**src/rtl/lap_record_reader.sv**
```systemverilog
// Lap record FIFO with an ASCII "HH:MM:SS.CC" streamer toward the LCD character writer.
// The oldest record is popped into a private copy so later writes cannot disturb a stream.
module lap_record_reader #(
    parameter int DEPTH = 4,
    parameter int CNT_W = $clog2(DEPTH) + 1
) (
    input  logic             clock_i,
    input  logic             reset_i,
    input  logic             wr_en_i,
    input  logic [31:0]      wr_data_i,
    input  logic             clear_i,
    input  logic             rd_start_i,
    output logic [7:0]       char_o,
    output logic             char_valid_o,
    input  logic             char_ready_i,
    output logic             frame_end_o,
    output logic             busy_o,
    output logic [CNT_W-1:0] count_o,
    output logic             full_o,
    output logic             empty_o
);

    localparam int PTR_W = $clog2(DEPTH);
    localparam logic [3:0] LAST_IDX = 4'd10;

    typedef enum logic {
        IDLE,
        SEND
    } state_t;

    state_t           state;
    state_t           state_next;
    logic [31:0]      mem [DEPTH];
    logic [PTR_W-1:0] head;
    logic [PTR_W-1:0] head_next;
    logic [PTR_W-1:0] tail;
    logic [PTR_W-1:0] tail_next;
    logic [CNT_W-1:0] count_next;
    logic [31:0]      rec;
    logic [31:0]      rec_next;
    logic [3:0]       idx;
    logic [3:0]       idx_next;
    logic [7:0]       char_next;
    logic             valid_next;
    logic             busy_next;
    logic             frame_next;
    logic             pop;
    logic             is_full;
    logic             flush;

    // BCD digits outside 0-9 are shown as '?' rather than garbage glyphs.
    function automatic logic [7:0] ascii_digit(input logic [3:0] nib);
        logic [7:0] ch;
        if (nib <= 4'd9) begin
            ch = 8'h30 + {4'h0, nib};
        end else begin
            ch = 8'h3F;
        end
        return ch;
    endfunction

    function automatic logic [7:0] char_at(input logic [31:0] r, input logic [3:0] i);
        logic [7:0] ch;
        case (i)
            4'd0:    ch = ascii_digit(r[31:28]);
            4'd1:    ch = ascii_digit(r[27:24]);
            4'd2:    ch = 8'h3A;
            4'd3:    ch = ascii_digit(r[23:20]);
            4'd4:    ch = ascii_digit(r[19:16]);
            4'd5:    ch = 8'h3A;
            4'd6:    ch = ascii_digit(r[15:12]);
            4'd7:    ch = ascii_digit(r[11:8]);
            4'd8:    ch = 8'h2E;
            4'd9:    ch = ascii_digit(r[7:4]);
            4'd10:   ch = ascii_digit(r[3:0]);
            default: ch = 8'h00;
        endcase
        return ch;
    endfunction

    assign is_full = (count_o == CNT_W'(DEPTH));
    assign flush   = reset_i | clear_i;

    always_comb begin
        state_next = state;
        rec_next   = rec;
        idx_next   = idx;
        char_next  = char_o;
        valid_next = char_valid_o;
        busy_next  = busy_o;
        frame_next = 1'b0;
        pop        = 1'b0;
        case (state)
            IDLE: begin
                if (rd_start_i && !empty_o) begin
                    pop        = 1'b1;
                    rec_next   = mem[head];
                    idx_next   = 4'd0;
                    char_next  = char_at(mem[head], 4'd0);
                    valid_next = 1'b1;
                    busy_next  = 1'b1;
                    state_next = SEND;
                end
            end
            SEND: begin
                if (char_ready_i) begin
                    if (idx == LAST_IDX) begin
                        frame_next = 1'b1;
                        valid_next = 1'b0;
                        busy_next  = 1'b0;
                        state_next = IDLE;
                    end else begin
                        idx_next  = idx + 4'd1;
                        char_next = char_at(rec, idx + 4'd1);
                    end
                end
            end
            default: state_next = IDLE;
        endcase
    end

    // A write into a full buffer drops the oldest entry, unless a pop already consumed it.
    always_comb begin
        head_next  = head;
        tail_next  = tail;
        count_next = count_o;
        if (pop || (wr_en_i && is_full)) begin
            head_next = head + 1'b1;
        end
        if (wr_en_i) begin
            tail_next = tail + 1'b1;
        end
        case ({wr_en_i, pop})
            2'b10:   count_next = is_full ? count_o : count_o + CNT_W'(1);
            2'b01:   count_next = count_o - CNT_W'(1);
            default: count_next = count_o;
        endcase
    end

    always_ff @(posedge clock_i) begin
        if (flush) begin
            state        <= IDLE;
            head         <= '0;
            tail         <= '0;
            count_o      <= '0;
            full_o       <= 1'b0;
            empty_o      <= 1'b1;
            rec          <= '0;
            idx          <= '0;
            char_o       <= 8'h00;
            char_valid_o <= 1'b0;
            busy_o       <= 1'b0;
            frame_end_o  <= 1'b0;
        end else begin
            state        <= state_next;
            head         <= head_next;
            tail         <= tail_next;
            count_o      <= count_next;
            full_o       <= (count_next == CNT_W'(DEPTH));
            empty_o      <= (count_next == '0);
            rec          <= rec_next;
            idx          <= idx_next;
            char_o       <= char_next;
            char_valid_o <= valid_next;
            busy_o       <= busy_next;
            frame_end_o  <= frame_next;
        end
    end

    // Storage has no reset; stale contents are unreachable once the pointers are cleared.
    always_ff @(posedge clock_i) begin
        if (!flush && wr_en_i) begin
            mem[tail] <= wr_data_i;
        end
    end

endmodule
```
**config.mk**
```make
export PLATFORM = sky130hd
export DESIGN_NAME = lap_record_reader
export DESIGN_NICKNAME = d
export VERILOG_FILES = /design/src/rtl/lap_record_reader.sv
export SDC_FILE = /design/constraint.sdc
export NUM_CORES = 1
export LEC_CHECK = 0
export BUFFER_PORTS_ARGS = -buffer_cell sky130_fd_sc_hd__buf_2
export CORE_MARGIN = 5
export CORE_UTILIZATION = 44
export CTS_CLUSTER_SIZE = 8
export DETAILED_ROUTE_END_ITERATION = 16
export GPL_TIMING_DRIVEN = 0
export PLACE_DENSITY = 0.72
export SKIP_LAST_GASP = 1
export SYNTH_ARGS = -nofsm -noshare
export SYNTH_HDL_FRONTEND = slang
export SYNTH_SLANG_ARGS = --single-unit
```
**constraint.sdc**
```tcl
create_clock -name clock_i -period 5.15 [get_ports clock_i]
set_clock_uncertainty 0.2 [all_clocks]
set_input_delay 1.03 -clock clock_i [delete_from_list [all_inputs] [get_ports clock_i]]
set_output_delay 1.03 -clock clock_i [all_outputs]
set_load 0.005 [all_outputs]
```
==> out/metrics.yaml <==
timing:
  setup_violations: 0
  timing.final.ws_setup_ps: 1890
  rsz0062_at_grt: "no"
  hold_viol_final: 0
  report.final.slew_viol_count: 0
  tightest_slew_ps: 904
  finalCriticalPeriod_ps: 3260
  slew_headroom_pct: 39.7
  setup-tns-final_ps: 0
  fin_crit_sh_pct: 63.2
  timing.fmax_mhz: 307
logic_synthesis:
  synth_area_mm2: 0.00758
  synth-edff-count: 128
  yosys.area.top_type_share_pct: 50.7
  synth.area.top_cells: "edfxtp_1, dfxtp_1, mux4_2"
  yosys.area.top_type: "edfxtp_1"
  ys_types: 54
  synthMostInstantiatedCell: "edfxtp_1"
  yosysWarnings: 0
  ys_ff_latch: 184
  async_reset_ff_share_pct: 0
  synth_ff_type: "edfxtp_1"
  syn_inst: 550
  ys_seq_area_share_pct: 65.5
  synthTopCellsByCount: "edfxtp_1, nand2_1, a21oi_1"
  syn_avg_cell_area_um2: 13.8
pwr:
  p_seq_share_pct: 53.6
  ir_worst_vdd_mv: 0.221
  clkPwrFrac_pct: 43.4
  intPower_mw: 2.39
  switching_share_pct: 20.0
  p_sw_mw: 0.597
  p_total_mw: 2.99
  p_comb_share_pct: 3.0
  powerDensity_mw_per_mm2: 343
  p_leak_nw: 2.86
clock_network:
  cts_buffers: 17
  cts.repair.resized: 0
  hold_buffers: 0
  postCtsSetupBuffers: 0
  root_buffer: "clkbuf_16"
  cts_buffer_depth: 2
  cts_sinks: 184
  cts_tree: "done"
  htree_levels: 4
  clkTransAtPathRegs_ps: 70
  clock_latency_ps: 430
hold_path:
  hold-path-endpoint: "rec[16]"
  hold_depth: 2
  hp-class: "register to register"
  worstHoldStart: "rec[16]"
floorplanning:
  num_rows: 48
  dieArea_mm2: 0.0199
  die_y_um: 141
  start_util_pct: 44.3
  die_w_um: 141
  coreArea_mm2: 0.0171
  num_io_pins: 54
global_route:
  antenna_found_initial: 0
  overflow: 0
  grt_max_degree: 33
  grt_pass1_wl_mm: 25.3
  grtUsageTotal_pct: 16.4
  grt_pass1_vias: 4885
routing:
  first_pass_iters: 5
  wire_per_inst_um: 18.1
  via_per_inst: 5.42
  vias: 4659
  drt-total-wl_mm: 15.6
  drc: 0
  drt_iter0_markers: 310
  detail-route-antenna-nets: 0
critical_path:
  path_class: "input port to register"
  cp_slowest_cell: "buf_1"
  crit_arrival_ps: 3410
  cp-end-kind: "register"
  rrSetupSlack_ps: 2100
  cp-start-kind: "input port"
  r2r_cells: 11
  r2r_start: "state"
  critPathMaxFanout: 10
  crit_top_cell: "nor2_1"
  cp.required_ps: 5310
  crit_chain: "buf_2, nand3b_1, inv_1, clkbuf_1, buf_1, ha_1, nor2_1, nand2_1, o21ai_0, a221oi_1, nor2_1, nor3_1"
  r2r_end: "empty_o"
  max_stage_delay_ps: 450
finish:
  layout-drive-gt1-share_pct: 21.9
  area_delta_synth_final_pct: 14.9
  final_nets: 673
  diodes: 0
  final_core_util_pct: 50.9
placement:
  finalWeightedCongestion: 0.910
  io_buffers: 51
  place_ws_ps: 1520
  dpl.hpwl_mm: 10.6
job:
  cap_violations: 0
status:
  outcome: "finished, final reports clean"
[layout make-up]
cell class	count	area, µm²
inverter	17	63.8
multi-input combinational	320	2400
fill	1453	8410
clock buffer	20	437
sequential	184	4960
tap	225	282
clock inverter	12	150
timing repair buffer	51	255
buffer	30	154
[layout by cell type (no fill, tap or decap), types with 5 or more instances in the layout]
cell,Yosys,layout
nand2_1,81,81
inv_1,17,17
buf_1,7,7
mux4_2,32,32
nand3_1,6,6
ha_1,14,14
a21oi_1,62,62
buf_4,7,7
nor2_1,24,24
edfxtp_1,128,128
clkbuf_1,9,12
clkbuf_16,0,17
o21a_1,6,6
buf_2,5,56
a31oi_1,5,5
nor3_1,8,8
dfxtp_1,56,56
o21ai_0,18,18
o22ai_1,7,7
[state kept, by name, indices dropped and copies added (netlist names), 2 cells and up, named ones only]
register	flops
char_o	6
rec	32
count_o	3
tail	2
mem	128
head	2
idx	4
[kinds of logic after synthesis]
family          synth area share, %
compound gates                 10.1
simple gates                   8.46
buf+inv                        2.87
xor+xnor                       1.07
flops                          65.5
mux                            9.64
fa+ha+maj                      2.31
other cells                  0.0495
[layer usage]
| layer | GRT usage, % | vias up | wire length (µm) |
|---|---|---|---|
| li1 | - | 2210 | - |
| met5 | 0 | - | 0 |
| met2 | 27.0 | 146 | 7630 |
| met4 | 6.37 | 0 | 354 |
| met1 | 21.2 | 2274 | 6770 |
| met3 | 3.87 | 29 | 835 |
[worst max-delay path by stage]
stage / start / endpoint / slack [ps] / cells after the start
detailed placement: rd_start_i / empty_o / 1520 / 10
global placement: clear_i / mem[1][20] / 1460 / 3
floorplan: rd_start_i / empty_o / 2160 / 9
global route: rd_start_i / empty_o / 1660 / 12
CTS: rd_start_i / empty_o / 1970 / 12
finish: rd_start_i / empty_o / 1890 / 12
[metrics by stage]
step	instances	instance area, µm²	hold WS (ps)
2_1_floorplan	551	7580	231
3_3_place_gp	827	8120	249
3_5_place_dp	827	8120	255
4_1_cts	859	8710	264
5_1_grt	859	8710	284
6_report	859	8710	261
[worst max-delay path, delay by kind of cell]
family          cells  cell delay (ps)
fa+ha+maj           1              300
compound gates      2              420
simple gates        5              590
buf+inv             4             1070
[power groups by stage]
stage | Combinational [mW] | Sequential, mW | Clock [mW]
finish | 0.0906 | 1.60 | 1.30
global route | 0.101 | 1.60 | 1.38
CTS | 0.0910 | 1.60 | 1.32
detailed placement | 0.0905 | 1.63 | 0
global placement | 0.0847 | 1.63 | 0
floorplan | 0.0475 | 1.63 | 0
(Power assumes the default switching activity.)
